### src/rtl/stream_triplet_tx_pkg.sv
// Shared types and constants for the triplet packer.
package stream_triplet_pkg;

    localparam int TX_COUNT_W = 16;

    typedef enum logic [1:0] {
        COL_A = 2'd0,
        COL_B = 2'd1,
        COL_C = 2'd2,
        FLUSH = 2'd3
    } triplet_state_t;

endpackage

### src/rtl/stream_triplet_tx_if.sv
// Word-in / triplet-out handshake bundle. m_parity exists only with STREAM_TRIPLET_TX_PARITY_EN.
interface stream_triplet_tx_if
    import stream_triplet_pkg::*;
#(
    parameter int WIDTH = 16
);
    logic                  s_valid;
    logic                  s_ready;
    logic [WIDTH-1:0]      s_data;
    logic                  s_last;
    logic                  m_valid;
    logic                  m_ready;
    logic [WIDTH-1:0]      lane_a;
    logic [WIDTH-1:0]      lane_b;
    logic [WIDTH-1:0]      lane_c;
    logic                  m_partial;
    logic                  m_last;
    logic [TX_COUNT_W-1:0] tx_count;
`ifdef STREAM_TRIPLET_TX_PARITY_EN
    logic                  m_parity;
`endif

    modport master (
`ifdef STREAM_TRIPLET_TX_PARITY_EN
        input  m_parity,
`endif
        output s_valid, s_data, s_last, m_ready,
        input  s_ready, m_valid, lane_a, lane_b, lane_c, m_partial, m_last, tx_count
    );

    modport slave (
`ifdef STREAM_TRIPLET_TX_PARITY_EN
        output m_parity,
`endif
        input  s_valid, s_data, s_last, m_ready,
        output s_ready, m_valid, lane_a, lane_b, lane_c, m_partial, m_last, tx_count
    );
endinterface

### src/rtl/stream_triplet_tx_out_reg.sv
// Output register O: triplet load, handshake tracking, handshake counter and optional parity
// (STREAM_TRIPLET_TX_PARITY_EN).
module triplet_out_reg
    import stream_triplet_pkg::*;
#(
    parameter int WIDTH = 16
) (
    input  logic                  clk,
    input  logic                  rst,
    input  logic                  load_i,
    input  logic [WIDTH-1:0]      lane_a_i,
    input  logic [WIDTH-1:0]      lane_b_i,
    input  logic [WIDTH-1:0]      lane_c_i,
    input  logic                  partial_i,
    input  logic                  last_i,
    input  logic                  m_ready_i,
    output logic                  m_valid_o,
    output logic [WIDTH-1:0]      lane_a_o,
    output logic [WIDTH-1:0]      lane_b_o,
    output logic [WIDTH-1:0]      lane_c_o,
    output logic                  m_partial_o,
    output logic                  m_last_o,
`ifdef STREAM_TRIPLET_TX_PARITY_EN
    output logic                  m_parity_o,
`endif
    output logic [TX_COUNT_W-1:0] tx_count_o
);
    logic                  m_valid_q, m_valid_d;
    logic [WIDTH-1:0]      lane_a_q, lane_b_q, lane_c_q;
    logic                  m_partial_q, m_last_q;
    logic [TX_COUNT_W-1:0] tx_count_q, tx_count_d;
    logic                  handshake;

    assign handshake = m_valid_q && m_ready_i;

    // A reload in the handshake cycle keeps m_valid high with the new triplet.
    always_comb begin
        m_valid_d = m_valid_q;
        if (load_i) begin
            m_valid_d = 1'b1;
        end else if (handshake) begin
            m_valid_d = 1'b0;
        end
        tx_count_d = handshake ? tx_count_q + 1'b1 : tx_count_q;
    end

    always_ff @(posedge clk) begin
        if (rst) begin
            m_valid_q   <= 1'b0;
            lane_a_q    <= '0;
            lane_b_q    <= '0;
            lane_c_q    <= '0;
            m_partial_q <= 1'b0;
            m_last_q    <= 1'b0;
            tx_count_q  <= '0;
        end else begin
            m_valid_q  <= m_valid_d;
            tx_count_q <= tx_count_d;
            if (load_i) begin
                lane_a_q    <= lane_a_i;
                lane_b_q    <= lane_b_i;
                lane_c_q    <= lane_c_i;
                m_partial_q <= partial_i;
                m_last_q    <= last_i;
            end
        end
    end

`ifdef STREAM_TRIPLET_TX_PARITY_EN
    logic m_parity_q;

    always_ff @(posedge clk) begin
        if (rst) begin
            m_parity_q <= 1'b0;
        end else if (load_i) begin
            m_parity_q <= ^(lane_a_i ^ lane_b_i ^ lane_c_i);
        end
    end

    assign m_parity_o = m_parity_q;
`endif

    assign m_valid_o   = m_valid_q;
    assign lane_a_o    = lane_a_q;
    assign lane_b_o    = lane_b_q;
    assign lane_c_o    = lane_c_q;
    assign m_partial_o = m_partial_q;
    assign m_last_o    = m_last_q;
    assign tx_count_o  = tx_count_q;

endmodule

### src/rtl/stream_triplet_tx.sv
// Round-robin packer of a word stream into A/B/C lane triplets; s_last closes a zero-filled
// partial triplet. Optional m_parity with STREAM_TRIPLET_TX_PARITY_EN.
//
// state | meaning
// COL_A | waiting for word 0 (lane A)
// COL_B | waiting for word 1 (lane B)
// COL_C | waiting for word 2, accepted only when O is free
// FLUSH | early s_last taken, loading a partial triplet into O
module stream_triplet_tx
    import stream_triplet_pkg::*;
#(
    parameter int WIDTH = 16
) (
    input  logic                clk,
    input  logic                rst,
    stream_triplet_tx_if.slave  bus
);
    triplet_state_t   state_q;
    logic [WIDTH-1:0] a_q, b_q;
    logic             flush_b_q;
    logic             o_free, accept;
    logic             load;
    logic [WIDTH-1:0] ld_a, ld_b, ld_c;
    logic             ld_partial, ld_last;
    logic             s_ready;

    assign o_free = !bus.m_valid || bus.m_ready;
    assign accept = bus.s_valid && s_ready;
    assign bus.s_ready = s_ready;

    always_comb begin
        s_ready = 1'b0;
        case (state_q)
            COL_A, COL_B: s_ready = 1'b1;
            COL_C:        s_ready = o_free;
            default:      s_ready = 1'b0;
        endcase
    end

    always_comb begin
        load       = 1'b0;
        ld_a       = a_q;
        ld_b       = b_q;
        ld_c       = bus.s_data;
        ld_partial = 1'b0;
        ld_last    = bus.s_last;
        case (state_q)
            COL_C: load = accept;
            FLUSH: begin
                load       = o_free;
                ld_b       = flush_b_q ? b_q : '0;
                ld_c       = '0;
                ld_partial = 1'b1;
                ld_last    = 1'b1;
            end
            default: load = 1'b0;
        endcase
    end

    always_ff @(posedge clk) begin
        if (rst) begin
            state_q   <= COL_A;
            a_q       <= '0;
            b_q       <= '0;
            flush_b_q <= 1'b0;
        end else begin
            case (state_q)
                COL_A: if (accept) begin
                    a_q <= bus.s_data;
                    if (bus.s_last) begin
                        flush_b_q <= 1'b0;
                        state_q   <= FLUSH;
                    end else begin
                        state_q <= COL_B;
                    end
                end
                COL_B: if (accept) begin
                    b_q <= bus.s_data;
                    if (bus.s_last) begin
                        flush_b_q <= 1'b1;
                        state_q   <= FLUSH;
                    end else begin
                        state_q <= COL_C;
                    end
                end
                COL_C: if (accept) state_q <= COL_A;
                FLUSH: if (o_free) state_q <= COL_A;
                default: state_q <= COL_A;
            endcase
        end
    end

    triplet_out_reg #(.WIDTH(WIDTH)) u_out (
        .clk         (clk),
        .rst         (rst),
        .load_i      (load),
        .lane_a_i    (ld_a),
        .lane_b_i    (ld_b),
        .lane_c_i    (ld_c),
        .partial_i   (ld_partial),
        .last_i      (ld_last),
        .m_ready_i   (bus.m_ready),
        .m_valid_o   (bus.m_valid),
        .lane_a_o    (bus.lane_a),
        .lane_b_o    (bus.lane_b),
        .lane_c_o    (bus.lane_c),
        .m_partial_o (bus.m_partial),
        .m_last_o    (bus.m_last),
`ifdef STREAM_TRIPLET_TX_PARITY_EN
        .m_parity_o  (bus.m_parity),
`endif
        .tx_count_o  (bus.tx_count)
    );

endmodule

### src/flat_wrapper.sv
// flat-port wrapper written by rule: the top's interface ports become plain ports
module stream_triplet_tx_flat import stream_triplet_pkg::*;
#(
    parameter int WIDTH = 16
)
  (clk, rst, bus_s_valid, bus_s_data, bus_s_last, bus_m_ready, bus_s_ready, bus_m_valid, bus_lane_a, bus_lane_b, bus_lane_c, bus_m_partial, bus_m_last, bus_tx_count);
  stream_triplet_tx_if #(.WIDTH(WIDTH)) bus_i ();
  input  logic clk;
  input  logic rst;
  input wire logic [$bits(bus_i.s_valid)-1:0] bus_s_valid;
  input wire logic [$bits(bus_i.s_data)-1:0] bus_s_data;
  input wire logic [$bits(bus_i.s_last)-1:0] bus_s_last;
  input wire logic [$bits(bus_i.m_ready)-1:0] bus_m_ready;
  output wire logic [$bits(bus_i.s_ready)-1:0] bus_s_ready;
  output wire logic [$bits(bus_i.m_valid)-1:0] bus_m_valid;
  output wire logic [$bits(bus_i.lane_a)-1:0] bus_lane_a;
  output wire logic [$bits(bus_i.lane_b)-1:0] bus_lane_b;
  output wire logic [$bits(bus_i.lane_c)-1:0] bus_lane_c;
  output wire logic [$bits(bus_i.m_partial)-1:0] bus_m_partial;
  output wire logic [$bits(bus_i.m_last)-1:0] bus_m_last;
  output wire logic [$bits(bus_i.tx_count)-1:0] bus_tx_count;
  assign bus_i.s_valid = bus_s_valid;
  assign bus_i.s_data = bus_s_data;
  assign bus_i.s_last = bus_s_last;
  assign bus_i.m_ready = bus_m_ready;
  assign bus_s_ready = bus_i.s_ready;
  assign bus_m_valid = bus_i.m_valid;
  assign bus_lane_a = bus_i.lane_a;
  assign bus_lane_b = bus_i.lane_b;
  assign bus_lane_c = bus_i.lane_c;
  assign bus_m_partial = bus_i.m_partial;
  assign bus_m_last = bus_i.m_last;
  assign bus_tx_count = bus_i.tx_count;
  stream_triplet_tx #(.WIDTH(WIDTH)) u_core (.clk(clk), .rst(rst), .bus(bus_i));
endmodule
### config.mk
export PLATFORM = sky130hd
export DESIGN_NAME = stream_triplet_tx_flat
export DESIGN_NICKNAME = d
export VERILOG_FILES = /design/src/rtl/stream_triplet_tx_pkg.sv /design/src/rtl/stream_triplet_tx_if.sv /design/src/rtl/stream_triplet_tx_out_reg.sv /design/src/rtl/stream_triplet_tx.sv /design/src/flat_wrapper.sv
export SDC_FILE = /design/constraint.sdc
export NUM_CORES = 1
export LEC_CHECK = 0
export CAP_MARGIN = 30
export CORE_MARGIN = 2
export CORE_UTILIZATION = 49
export DETAILED_ROUTE_END_ITERATION = 10
export PLACE_DENSITY = 0.79
export SETUP_SLACK_MARGIN = 0.05
export SLEW_MARGIN = 0
export SYNTH_ARGS = -nofsm -noshare
export SYNTH_HDL_FRONTEND = slang
export SYNTH_SLANG_ARGS = --single-unit
### constraint.sdc
create_clock -name clk -period 2 [get_ports clk]
set_input_delay 0.2 -clock clk [delete_from_list [all_inputs] [get_ports clk]]
set_output_delay 0.2 -clock clk [all_outputs]
set_load 0.1 [all_outputs]
==> out/metrics.yaml, run 1 <==
global_route:
  first_global_vias: 3143
  grt_pass1_wl_um: 14950
  antenna_found_initial: 0
  track_usage_pct: 21.96
  gr-total-overflow: 0
  grt_max_degree: 50
power_and_ir_drop:
  p_leak_nw: 1.842
  ir_drop_uv: 449.3
  power_mw: 3.905
  power_density_nw_per_um2: 798.2
sta:
  fin_crit_sh_pct: 86.58
  min_period_ns: 1.732
  max_freq_mhz: 577.5
  slew_headroom_pct: 61.98
  fin_hold_ws_ns: 0.1900
  rsz0062_at_grt: "false"
  worst_pin_slew_ns: 0.5703
  setup_tns_ns: 0
  skew_ns: 0.01657
  finalHoldViolations: 0
  drv_slew: 0
  final-setup-viol-count: 0
route:
  antenna_left: 0
  post_drt_wl_per_cell_um: 13.83
  drtPass1Iterations: 4
  num_vias: 3424
  viasPerCell: 5.196
  drc: 0
  drt_iter0_drc: 251
  routed_wl_um: 9116
synthesis:
  synth_edf_count: 0
  ys_types: 38
  synth.area.top_cells: "dfxtp_1, nand2_1, a21oi_1, nand3_1, clkbuf_1"
  yosysTopAreaCell: "dfxtp_1"
  synth_common_cells: "nand2_1, dfxtp_1, a21oi_1, nand3_1, clkbuf_1"
  synth_fp_nets: 495
  async_flop_share_pct: 0
  synth.avg_cell_area_sq_um: 8.049
  synth.cell_area_sq_um: 3807
  synth_top_flop_cell: "dfxtp_1"
  ys_seq_area_share_pct: 53.63
  synth_top_area_share_pct: 53.63
  synthCells: 473
  ys_ff_latch: 102
  yosysWarnings: 0
  yosysMostFrequentCell: "nand2_1"
layout:
  area_growth_pct: 28.49
  layout-drive-gt1-share_pct: 22.26
  antenna_cells: 0
  fin_nets: 574
  fin_area_sq_um: 4892
placed_design:
  place.gp.congestion: 0.7852
  io_buffers: 88
  place_area_sq_um: 4691
  hpwl_um: 6213
setup_path:
  critPathMaxFanout: 7
  crit_slowest_cell: "nor2b_1"
  crit_family: "simple AND/OR/NAND/NOR gates"
  critPathKind: "reg -> out"
  startpoint_type: "flop"
  path_cells: "nor2b_1, o21ai_2, buf_12"
  slowest_delay_ns: 0.45
  critical_path_arrival_ns: 1.53
  required_ns: 1.80
  critPathBufInv: 1
  end_kind: "primary output"
clocking:
  cts_tree: "yes"
  post_cts_buffers: 0
  root_buffer: "clkbuf_8"
  clock_latency_ns: 0.38
  cts-resized-gates: 0
  cts_num_sinks: 102
  path_clk_slew_ns: 0.09
  cts_made_buffers: 9
  clockBufferDepth: 2
  cts_htree_levels: 3
  hold_buffers: 0
floorplanning:
  chipWidth_um: 92.15
  coreArea_sq_um: 7607
  dieArea_sq_um: 8492
  dieHeight_um: 92.15
  start_util_pct: 50.05
  row_count: 32
  io_pins: 89
job:
  max_cap_viol_count: 0
outcome:
  outcome: "finished, final reports clean"
hold_path:
  hold_class: "in -> reg"
==> stage by stage <==
stage / instances / setup WS, ns / util, %
after CTS: 659 / 0.2432 / 64.31
after global placement: 643 / 0.1625 / 61.66
after floorplan: 473 / 0.07721 / -
final: 659 / 0.2684 / 64.31
after global routing: 659 / 0.1337 / 64.31
after detailed placement: 643 / 0.1194 / 61.66
==> placed cells by master, fill, tap and decap left out, types with 3 or more instances in the layout <==
cell type,instances
a21oi_1,89
buf_12,4
buf_4,79
clkbuf_8,11
clkdlybuf4s50_1,19
dfxtp_1,87
dfxtp_2,13
inv_6,3
nand2_1,139
nand3_1,37
nand4_1,3
nor2_1,16
nor2b_1,5
nor3_1,3
o21ai_0,6
xnor2_1,3
xor2_1,6
==> cell families (layout without fill, tap and decap cells) <==
family | count (synthesis) | count (layout) | share of synthesized area (%)
flops | 102 | 102 | 53.63
mux | 2 | 2 | 0.5586
fa+ha+maj | 1 | 1 | 0.3286
buf+inv | 35 | 119 | 3.812
compound gates | 99 | 99 | 13.24
xor+xnor | 9 | 9 | 2.070
simple gates | 225 | 225 | 26.36
==> per-layer routing <==
layer | share of wire (%) | track usage, % | vias to the layer above
met4 | 1.9 | 10.20 | 0
met2 | 47 | 34.62 | 87
met1 | 46 | 30.11 | 1588
met5 | 0 | 0 | -
li1 | - | - | 1732
met3 | 5.5 | 2.712 | 17
==> power breakdown <==
group | switching (mW) | internal [mW] | total, mW
combinational | 0.353 | 0.142 | 0.495
sequential | 0.0392 | 2.09 | 2.13
clock | 0.738 | 0.545 | 1.28
==> registers in the layout, summed over array words and instances (netlist names) <==
name,cells
u_core.state_q,2
u_core.b_q,16
u_core.u_out.m_partial_o,1
u_core.u_out.lane_a_o,16
u_core.u_out.lane_c_o,16
u_core.u_out.lane_b_o,16
u_core.u_out.m_valid_o,1
u_core.a_q,16
u_core.u_out.tx_count_o,16
u_core.u_out.m_last_o,1
u_core.flush_b_q,1
==> path summary, 6_finish.rpt <==
check                                      start                                  endpoint  slack [ns]  depth (start not counted)
max          u_core.u_out.m_valid_o$_SDFFE_PP0P_                               bus_s_ready        0.27                          3
min                                          rst  u_core.u_out.tx_count_o[10]$_SDFFE_PP0P_        0.19                          2
max reg2reg       u_core.state_q[0]$_SDFFE_PP0P_     u_core.u_out.lane_b_o[6]$_SDFFE_PP0P_        0.31                          5
min reg2reg           u_core.a_q[6]$_SDFFE_PP0P_     u_core.u_out.lane_a_o[6]$_SDFFE_PP0P_        0.45                          2
==> final cells by class <==
class                   count  area, sq um
clock inverters             5        50.05
inverters                   1        3.754
flip-flops and latches    102         2066
well taps                 102        127.6
multi-input cells         336         1630
fillers                   677         2715
clock buffers              11        151.4
repair buffers            102        863.3
Note: power is estimated with default switching activity, not from simulation.
==> run 2, diff against run 1 <==
CORE_UTILIZATION = 50   (was 49)
SYNTH_HIERARCHICAL = 1   (was default)
==> run 2 against run 1 <==
Effect of this change: maximum frequency up 6.1%; register-to-register slack gained 0.06 ns; setup slack better by 0.10 ns; clock power grew 6%; wire length down 1.0%; die area rose by 3.7%; largest power group unchanged; combinational power increased by 7.5%; synthesized cell count down 5.3%; largest cell class unchanged.
==> out/metrics.yaml, run 2 <==
floorplanning:
  row_count: 32  # unchanged
  io_pins: 89  # unchanged
  chipWidth_um: 93.85  # +1.8%
  start_util_pct: 51.97  # +1.9 points
  coreArea_sq_um: 7767  # +2.1%
  dieArea_sq_um: 8808  # +3.7%
  dieHeight_um: 93.85  # +1.8%
setup_path:
  critPathMaxFanout: 17  # +10
  crit_start: "u_core/state_q[1]$_SDFFE_PP0P_"
  startpoint_type: "flop"
  reg2reg_from: "u_core/state_q[1]$_SDFFE_PP0P_"
  r2r_slack_ns: 0.37  # +0.06 ns
  cp-endpoint: "u_core/u_out/lane_c_o[3]$_SDFFE_PP0P_"
  critical_path_arrival_ns: 1.88  # +0.35 ns
  required_ns: 2.25  # +0.45 ns
  end_kind: "flop"
  timing.rr.end: "u_core/u_out/lane_c_o[3]$_SDFFE_PP0P_"
  critPathKind: "reg -> reg"
  ff2ff_path_depth: 5  # unchanged
clocking:
  path_clk_slew_ns: 0.10  # about the same
  cts-resized-gates: 0  # unchanged
  cts_tree: "yes"
  cts_htree_levels: 3  # unchanged
  post_cts_buffers: 0  # unchanged
  root_buffer: "clkbuf_8"
  cts_num_sinks: 102  # unchanged
  hold_buffers: 0  # unchanged
  cts_made_buffers: 9  # unchanged
  clockBufferDepth: 2  # unchanged
  clock_latency_ns: 0.37  # about the same
sta:
  drv_slew: 0  # unchanged
  skew_ns: 0.01568  # -0.0008948 ns
  worst_pin_slew_ns: 0.6092  # +0.03888 ns
  fin_crit_sh_pct: 81.57  # -5.0 points
  rsz0062_at_grt: "false"
  fin_hold_ws_ns: 0.2631  # +0.07309 ns
  max_freq_mhz: 613.0  # +6.1%
  min_period_ns: 1.631  # -0.1003 ns
  finalHoldViolations: 0  # unchanged
  setup_tns_ns: 0  # unchanged
  slew_headroom_pct: 59.39  # -2.6 points
  fin_ws_ns: 0.3687  # +0.1003 ns
  final-setup-viol-count: 0  # unchanged
layout:
  area_growth_pct: 26.16
  final_cell_mix: "dfxtp_1, buf_4, nand2_1"
  antenna_cells: 0  # unchanged
  stdcell_count: 637  # -3.3%
  fin_nets: 552  # -3.8%
  final_common_cell: "dfxtp_1"
  layout-drive-gt1-share_pct: 21.68  # -0.58 points
route:
  drt_iter0_drc: 128  # -49%
  routed_wl_um: 9025  # -1.0%
  antenna_left: 0  # unchanged
  drc: 0  # unchanged
  drtPass1Iterations: 4  # unchanged
  post_drt_wl_per_cell_um: 14.17  # +2.4%
  viasPerCell: 5.113  # -1.6%
  num_vias: 3257  # -4.9%
placed_design:
  hpwl_um: 6214  # about the same
  io_buffers: 88  # unchanged
  place.gp.congestion: 0.7451  # -5.1%
  detailedPlace.worstSlack_ns: 0.08892  # -0.03051 ns
  dp.cells: 621  # -3.4%
synthesis:
  synth_edf_count: 0  # unchanged
  synth.avg_cell_area_sq_um: 9.010  # +12%
  synth.area.top_cells: "dfxtp_1, mux2i_1, nand2_1, nor2_1, and2_1"
  synth.cell_area_sq_um: 4036  # +6.0%
  synth_top_area_share_pct: 50.59  # -3.0 points
  synth_fp_nets: 470  # -5.1%
  async_flop_share_pct: 0  # unchanged
  yosysTopAreaCell: "dfxtp_1"
  yosysWarnings: 6  # +6
  ys_ff_latch: 102  # unchanged
  synthCells: 448  # -5.3%
  ys_types: 40  # +5.3%
  ys_seq_area_share_pct: 50.59  # -3.0 points
  yosysMostFrequentCell: "dfxtp_1"
  synth_top_flop_cell: "dfxtp_1"
  synth_common_cells: "dfxtp_1, nand2_1, nor2_1, mux2i_1, a21oi_1"
power_and_ir_drop:
  p_clk_share_pct: 33.8  # +1.0 points
  power_density_nw_per_um2: 791.0  # -0.91%
  power_frac_seq_pct: 53.0  # -1.5 points
  combinationalPowerShare_pct: 13.2  # +0.5 points
  p_switching_mw: 1.150  # +1.8%
  p_leak_nw: 2.012  # +9.2%
  intPower_mw: 2.878  # +3.7%
  ir_drop_uv: 433.6  # -3.5%
  sw_frac_of_total_pct: 28.54  # -0.38 points
outcome:
  outcome: "finished, final reports clean"
global_route:
  antenna_found_initial: 0  # unchanged
  grt_max_degree: 59  # +18%
  grt_pass1_wl_um: 14930  # about the same
  gr-total-overflow: 0  # unchanged
  first_global_vias: 3140  # -0.095%
  track_usage_pct: 21.38  # -0.59 points
hold_path:
  hold_class: "in -> reg"
  holdPathStages: 2  # unchanged
job:
  max_cap_viol_count: 0  # unchanged
==> run 2: changes by cell type after synthesis, sizes merged, moves of 3 or more <==
cell,before,now
a21oi,89,39
and2,2,32
buf,10,16
clkbuf,24,12
mux2i,1,51
nand2,140,73
nand3,38,5
nor2,16,67
nor2b,5,2
==> run 2: final cells by class <==
type                    instances  area [sq um]
flip-flops and latches        102          2056
fillers                       670          2675
clock inverters                 7         91.34
well taps                     102         127.6
multi-input cells             315          1854
clock buffers                   9         123.9
inverters                       3         11.26
repair buffers                 99         828.3
==> run 2: worst min path at each step <==
stage          slack, ns                                  endpoint                        from
6_report            0.26  u_core/u_out/tx_count_o[12]$_SDFFE_PP0P_                         rst
5_1_grt             0.28  u_core/u_out/tx_count_o[12]$_SDFFE_PP0P_                         rst
4_1_cts             0.25   u_core/u_out/tx_count_o[6]$_SDFFE_PP0P_                         rst
3_5_place_dp        0.44                u_core/b_q[3]$_SDFFE_PP0P_  u_core/b_q[3]$_SDFFE_PP0P_
3_3_place_gp        0.44                u_core/b_q[6]$_SDFFE_PP0P_  u_core/b_q[6]$_SDFFE_PP0P_
2_1_floorplan       0.34                u_core/b_q[0]$_SDFFE_PP0P_               bus_s_data[0]
==> run 2: power groups by stage <==
stage,clock network [mW],registers (mW),logic [mW]
6_report,1.36,2.13,0.532
5_1_grt,1.47,2.14,0.569
4_1_cts,1.39,2.13,0.533
3_5_place_dp,0,2.18,0.531
3_3_place_gp,0,2.18,0.524
2_1_floorplan,0,2.32,0.243
==> run 2: metrics by stage <==
step           power [mW]  instance area (sq um)  util [%]
2_1_floorplan       2.565                   4054         -
3_3_place_gp        2.701                   4877     62.79
3_5_place_dp        2.712                   4877     62.79
4_1_cts             4.059                   5092     65.56
5_1_grt             4.178                   5092     65.56
6_report            4.028                   5092     65.56
==> run 2: routing by layer <==
layer | track usage, % | part of all wire, % | up-vias
li1 | - | - | 1642
met1 | 27.18 | 46 | 1535
met2 | 36.07 | 48 | 73
met3 | 3.612 | 4.5 | 7
met4 | 8.575 | 1.4 | 0
met5 | 0 | 0 | -
==> run 2: worst max-delay path: stages (launching register included) <==
cell and delay (ns):
dfxtp_1 0.59, nand2_1 0.16, nor2_4 0.15, buf_4 0.31, mux2i_1 0.24, nor2_1 0.06
==> run 2: kinds of logic (layout without fill, tap and decap cells) <==
family / after synthesis / in the layout / share of synthesized area, %
and+or+nand+nor: 205 / 205 / 24.24
DFF: 102 / 102 / 50.59
muxes: 51 / 51 / 12.65
AOI/OAI and AO/OA: 47 / 47 / 6.076
buffers and inverters: 31 / 118 / 3.750
xor gates and xnor gates: 11 / 11 / 2.387
adders and majority gates: 1 / 1 / 0.3099
